## src/rtl/mnist_pkg.sv

```systemverilog
// Shared MNIST front-end definitions: image geometry defaults and the
// input loader state encoding.
package mnist_pkg;

  localparam int NUM_PIXELS = 784;
  localparam int PIX_W      = 8;

  typedef enum logic [2:0] {
    INIT,
    IDLE,
    LOAD,
    COMMIT,
    START,
    WAIT_NN,
    DROP
  } load_state_t;

endpackage

```

## src/rtl/input_load_ctrl.sv

```systemverilog
// Loads one image from a valid/ready byte stream into the pixel buffer,
// checks frame length, then starts the NN core and waits for it to finish.
module input_load_ctrl #(
  parameter int NUM_PIXELS = mnist_pkg::NUM_PIXELS,
  parameter int PIX_W      = mnist_pkg::PIX_W,
  parameter int ADDR_W     = 10
) (
  input  logic              clk,
  input  logic              rst_n,
  input  logic [PIX_W-1:0]  s_data,
  input  logic              s_valid,
  input  logic              s_last,
  output logic              s_ready,
  output logic              buf_wr_en,
  output logic [ADDR_W-1:0] buf_addr,
  output logic [PIX_W-1:0]  buf_data,
  output logic              nn_start,
  input  logic              nn_done,
  output logic              frame_err,
  output logic [15:0]       img_cnt,
  output logic [7:0]        err_cnt
);
  import mnist_pkg::*;

  load_state_t       state_reg, state_next;
  logic [ADDR_W-1:0] pix_cnt_reg;
  logic              buf_wr_en_reg;
  logic [ADDR_W-1:0] buf_addr_reg;
  logic [PIX_W-1:0]  buf_data_reg;
  logic              frame_err_reg, frame_err_next;
  logic [15:0]       img_cnt_reg;
  logic [7:0]        err_cnt_reg;
  logic              accept;
  logic              load_beat;
  logic              at_end;

  assign s_ready   = (state_reg == IDLE) || (state_reg == LOAD) || (state_reg == DROP);
  assign nn_start  = (state_reg == START);
  assign accept    = s_valid && s_ready;
  assign load_beat = accept && ((state_reg == IDLE) || (state_reg == LOAD));
  assign at_end    = (pix_cnt_reg == ADDR_W'(NUM_PIXELS - 1));

  always_comb begin
    state_next     = state_reg;
    frame_err_next = 1'b0;
    case (state_reg)
      INIT: state_next = IDLE;
      IDLE, LOAD: begin
        if (load_beat) begin
          if (at_end) begin
            if (s_last) begin
              state_next = COMMIT;
            end else begin
              frame_err_next = 1'b1;
              state_next     = DROP;
            end
          end else if (s_last) begin
            frame_err_next = 1'b1;
            state_next     = IDLE;
          end else begin
            state_next = LOAD;
          end
        end
      end
      COMMIT:  state_next = START;
      START:   state_next = WAIT_NN;
      WAIT_NN: if (nn_done) state_next = IDLE;
      DROP:    if (accept && s_last) state_next = IDLE;
      default: state_next = INIT;
    endcase
  end

  always_ff @(posedge clk or negedge rst_n) begin
    if (!rst_n) begin
      state_reg     <= INIT;
      pix_cnt_reg   <= '0;
      buf_wr_en_reg <= 1'b0;
      buf_addr_reg  <= '0;
      buf_data_reg  <= '0;
      frame_err_reg <= 1'b0;
      img_cnt_reg   <= '0;
      err_cnt_reg   <= '0;
    end else begin
      state_reg     <= state_next;
      buf_wr_en_reg <= load_beat;
      frame_err_reg <= frame_err_next;
      if (load_beat) begin
        buf_addr_reg <= pix_cnt_reg;
        buf_data_reg <= s_data;
      end
      // Any path back to IDLE restarts addressing, including a one-beat short frame.
      if (state_next == IDLE)
        pix_cnt_reg <= '0;
      else if (load_beat)
        pix_cnt_reg <= pix_cnt_reg + 1'b1;
      if (frame_err_next && (err_cnt_reg != 8'hFF))
        err_cnt_reg <= err_cnt_reg + 8'd1;
      if (state_reg == START)
        img_cnt_reg <= img_cnt_reg + 16'd1;
    end
  end

  assign buf_wr_en = buf_wr_en_reg;
  assign buf_addr  = buf_addr_reg;
  assign buf_data  = buf_data_reg;
  assign frame_err = frame_err_reg;
  assign img_cnt   = img_cnt_reg;
  assign err_cnt   = err_cnt_reg;

endmodule

```

## config.mk

```make
export PLATFORM = sky130hd
export DESIGN_NAME = input_load_ctrl
export DESIGN_NICKNAME = d
export VERILOG_FILES = /design/src/rtl/mnist_pkg.sv /design/src/rtl/input_load_ctrl.sv
export SDC_FILE = /design/constraint.sdc
export NUM_CORES = 1
export LEC_CHECK = 0
export ABC_AREA = 1
export BUFFER_PORTS_ARGS = -buffer_cell sky130_fd_sc_hd__clkbuf_2
export CAP_MARGIN = 40
export CORE_MARGIN = 4
export CORE_UTILIZATION = 50
export DETAILED_ROUTE_END_ITERATION = 10
export HOLD_SLACK_MARGIN = 0.02
export PLACE_DENSITY = 0.71
export SYNTH_ARGS = -nofsm -noshare
export SYNTH_HDL_FRONTEND = slang
export SYNTH_SLANG_ARGS = --single-unit
```

## constraint.sdc

```tcl
create_clock -name clk -period 5.4 [get_ports clk]
set_input_delay 0.27 -clock clk [delete_from_list [all_inputs] [get_ports clk]]
set_output_delay 0.27 -clock clk [all_outputs]
set_load 0.005 [all_outputs]
```

# Word-level counts from Yosys, hierarchy flattened
# Cells that the tools add are included.
# op_classes
addsub	3
n_eq_ne	9
mux	14
n_reduce_logical	9
# ops
operator	n
two-way mux 10 bit	2
case mux 3 bit (6 select lines)	1
adder 16 x 1 -> 16 bit (second input constant)	1
two-way mux 3 bit	5
adder 10 x 1 -> 10 bit (second input constant)	1
== test 10 bit (second input constant)	1
== test 3 bit (second input constant)	3
adder 8 x 1 -> 8 bit (second input constant)	1
!= test 8 bit (second input constant)	1
== test 3 x 1 -> 1 bit (second input constant)	2
== test 3 x 2 -> 1 bit (second input constant)	2
two-way mux 1 bit	5
logical AND 1 bit	4
logical NOT 3 bit	1
logical OR 1 bit	2
two-way mux 2 bit	1
nonzero test 2 bit	1
OR reduction 2 bit	1
# totals
ff_bits	57
inputBits	13
output_inout_bits	46
elab_cells	43

# Depth between registers and ports, before layout
# logic_depth
ltp_word	9
mapped_depth	13

# Least setup slack after synthesis
# Ideal clock, no wire load.
# synth_timing
path_kind	register -> register
start	reg pix_cnt_reg[0]
end	reg pix_cnt_reg[1]
setup_time_ns	0.077
t_arrival_ns	1.743
t_required_ns	5.323
slack_ns	3.580
stages_incl_launch_ff	14
path_buffers	0
path_cell_list	dfrtp_1 ha_1 nand2_1 nor2_1 and3_1 inv_1 ha_1 nand2_1 inv_1 nor2_1 o21bai_1 nand2_2 inv_2 a21oi_1
# synth_via
elab_chain_len	6
# synth_lines
item	line	source
start: declaration	input_load_ctrl.sv:26	logic [ADDR_W-1:0] pix_cnt_reg;
start signal: assignment	input_load_ctrl.sv:95	pix_cnt_reg <= pix_cnt_reg + 1'b1;
== test 10 bit	input_load_ctrl.sv:41	assign at_end = (pix_cnt_reg == ADDR_W'(NUM_PIXELS - 1));
two-way mux 3 bit	input_load_ctrl.sv:50	if (at_end) begin
two-way mux 3 bit	input_load_ctrl.sv:49	if (load_beat) begin
case mux 3 bit (6 select lines)	input_load_ctrl.sv:46	case (state_reg)
== test 3 x 1 -> 1 bit	input_load_ctrl.sv:92	if (state_next == IDLE)
two-way mux 10 bit or nonzero test 2 bit (tied branches)	--	
# Several ways; a longest one is shown, not always the timed one. The select of a mux whose other input is x is not followed.
# A chain may end at the register's enable or synchronous reset.

# Worst setup path after layout
# layout_timing
start	reg state_reg[1]
end	reg err_cnt_reg[6] (netlist: err_cnt[6])
# layout_via
elab_chain_len	8
# layout_lines
item	line	source
start: declaration	input_load_ctrl.sv:25	load_state_t state_reg, state_next;
start signal: assignment	input_load_ctrl.sv:84	state_reg <= state_next;
== test 3 x 1 -> 1 bit or == test 3 x 2 -> 1 bit (tied branches)	input_load_ctrl.sv:37, input_load_ctrl.sv:40, input_load_ctrl.sv:46	
logical OR 1 bit	input_load_ctrl.sv:37, input_load_ctrl.sv:40	
logical OR 1 bit	input_load_ctrl.sv:37	assign s_ready = (state_reg == IDLE) || (state_reg == LOAD) || (state_reg == DROP);
logical AND 1 bit	input_load_ctrl.sv:39	assign accept = s_valid && s_ready;
logical AND 1 bit	input_load_ctrl.sv:40	assign load_beat = accept && ((state_reg == IDLE) || (state_reg == LOAD));
two-way mux 1 bit	input_load_ctrl.sv:49	
two-way mux 1 bit (*)	input_load_ctrl.sv:46	
named net frame_err_next	input_load_ctrl.sv:30	logic frame_err_reg, frame_err_next;
logical AND 1 bit (*)	input_load_ctrl.sv:96	if (frame_err_next && (err_cnt_reg != 8'hFF))
end signal: assignment	input_load_ctrl.sv:97	err_cnt_reg <= err_cnt_reg + 8'd1;
end: declaration	input_load_ctrl.sv:32	logic [7:0] err_cnt_reg;
# The timed path passes the listed nets; every way through them passes the cells marked *.

==> results.toml <==
[finish]
area.growth.synth_to_final_pct = 20.02
nNetsFinal = 399
final_cells = 456
seq_area_um2 = 1426
drive_gt1_frac = 0.2461
final_design_area_no_fill_um2 = 3316
diodes = 0
fillerInstances = 455
multi_input_area_um2 = 1189
largest_reg_flops = 16

[worst_setup_path]
cpPeakStageDelay_ps = 500
worstPathRequired_ps = 5630
worstReg2RegEnd = "err_cnt[6]"
cp-start-kind = "flip-flop"
r2r_cells = 10
reg2reg_from = "state_reg[1]"
end_kind = "flip-flop"
crit_path_cell_trace = "inv_2, nand2_1, o21ai_4, nand3_2, nor2_4, nand2_4, inv_2, nand2_1, nand2_1, nand2_1"
crit_slowest_cell = "nand3_2"
cp_max_fo = 30
r2r_slack_ps = 3260
crit_type = "reg -> reg"
crit_arrival_ps = 2370
path_common_cell = "nand2_1"

[floorplan]
design.portCount = 59
rows = 26
initial_core_util = 0.5275
dieHeight_um = 82.33
core_area_um2 = 5238
die_x_um = 82.33
dieArea_um2 = 6778

[synth]
syn_inst = 316
synthFlopType = "dfrtp_1"
synth-edff-count = 0
syn_area_per_cell_um2 = 8.743
ys_types = 32
synth_warnings = 0
synth_most_common_cell = "nand2_1"
syn-cell-area_um2 = 2763
synth_top_cell_by_area = "dfrtp_1"
synthTopCellsByCount = "nand2_1 (110), dfrtp_1 (57), inv_1 (27), nor2_1 (22), xor2_1 (13)"
ys_top_cells_by_area = "dfrtp_1 (52%), nand2_1 (15%), xor2_1 (4.1%)"
netlist.area_leader.share = 0.5163
synth-async-reset-ratio = 1.000
ys_ff_latch = 57
synth_seq_area_share = 0.5163
syn_nets = 334

[routing]
ant_nets = 0
wl_um = 5547
drtPass1Iterations = 4
wire_per_inst_um = 12.16
drc = 0
drt_iter0_drc = 137
dr_total_vias = 2206
vias_per_cell = 4.838

[hold_path]
hold_class = "in -> async"

[run_status]
outcome = "finished, final reports clean"

[cts]
cts_max_level = 3
cts_buffers = 9
clk_pin_slew_ps = 60
cts_root_buf = "clkbuf_8"
cts_setup_buffers = 0
insertion_delay_ps = 330
postCtsHoldBufs = 0
clock_tree.buffer_depth = 2
cts_tree = "done"
cts-resized-gates = 0
cts.sink_count = 57

[timing]
period_share = 0.3964
hold_viol = 0
worst_slew_pin_slew_ps = 695.1
fin_setup_tns_ps = 0
finClkSkew_ps = 8.156
finalSetupViolCount = 0
fin_crit_ps = 2140
rsz0062_at_grt = "no"
maxSlewViolCount = 0
relSlewSlack = 0.5366
max_freq_mhz = 467.2

[global_routing]
antenna_found_initial = 0
grt_pass1_vias = 2102
grt.total_usage = 0.1851
grt_max_degree = 58
grt-ovfl-total = 0
grt_pass1_wl_um = 9384

[power_and_ir_drop]
power_density_nw_per_um2 = 399.6
leakage_nw = 1.771
peakVddDrop_uv = 233.3

[placed_design]
gp_congestion = 0.8002
dpl_cell_area_um2 = 3120
port_buffers = 58
dp.cells = 440
place_hpwl_um = 4001

[flow_run]
maxCapViolCount = 0
-- power by group --
part           switching [W]  internal [W]
combinational       0.000228      0.000136
sequential         0.0000672      0.000499
clock               0.000172      0.000222
-- cells in the final DEF (no fill, tap or decap), types with 3 or more instances in the layout --
cell type	n
inv_1	27
inv_2	5
clkbuf_2	58
xor2_1	13
clkinv_2	4
nor2_4	4
nor3_1	7
o21ai_0	10
dfrtp_1	57
nand4_1	7
a21oi_1	3
nand2_1	110
nand3_1	12
clkbuf_8	10
xnor2_1	9
nor2_1	22
ha_1	5
-- worst max-delay path, delay by kind of cell (launching register included) --
family          cells  cell delay [ps]
compound gates      1              220
buf+inv             2              220
flops               1              440
simple gates        7             1150
-- cell type report --
type | instances | area share
tap | 70 | 0.02642
timing repair buffer | 59 | 0.08981
clock buffer | 10 | 0.04151
clock inverter | 6 | 0.01736
inverter | 32 | 0.03623
multi-input combinational | 222 | 0.3585
sequential | 57 | 0.4302
-- worst max-delay path by stage --
stage	slack [ps]	to	startpoint
2_1_floorplan	3580	pix_cnt_reg[1]	pix_cnt_reg[0]
3_3_place_gp	3290	err_cnt[6]	state_reg[1]
3_5_place_dp	3250	err_cnt[6]	state_reg[1]
4_1_cts	3250	err_cnt[6]	state_reg[1]
5_1_grt	2960	err_cnt[6]	state_reg[1]
6_report	3260	err_cnt[6]	state_reg[1]
-- layer usage --
| metal | share of wire | GRT usage | routed length (um) | up-vias |
|---|---|---|---|---|
| met5 | 0 | 0 | 0 | - |
| met4 | 0.014 | 0.08306 | 76 | 0 |
| met3 | 0.065 | 0.06074 | 359 | 8 |
| met2 | 0.49 | 0.2893 | 2710 | 43 |
| met1 | 0.43 | 0.2330 | 2400 | 1029 |
| li1 | - | - | - | 1126 |
-- cell families after synthesis --
logic type                 synth area share
DFF                                  0.5163
AOI/OAI and AO/OA                   0.04121
and+or+nand+nor                      0.2967
buffers and inverters               0.05344
adders and majority gates           0.02264
xor gates and xnor gates            0.06975
-- per-stage QoR --
step / power [W] / hold WS, ps / setup WS, ps / util
final: 0.001325 / 63.33 / 3260 / 0.6331
after global routing: 0.001423 / 118.6 / 2960 / 0.6331
after CTS: 0.001342 / 85.93 / 3251 / 0.6331
after detailed placement: 0.0009467 / 445.4 / 3246 / 0.5958
after global placement: 0.0009316 / 449.9 / 3286 / 0.5958
after floorplan: 0.0008164 / -25.59 / 3580 / -
No activity file was read; power rests on OpenSTA's default activity.
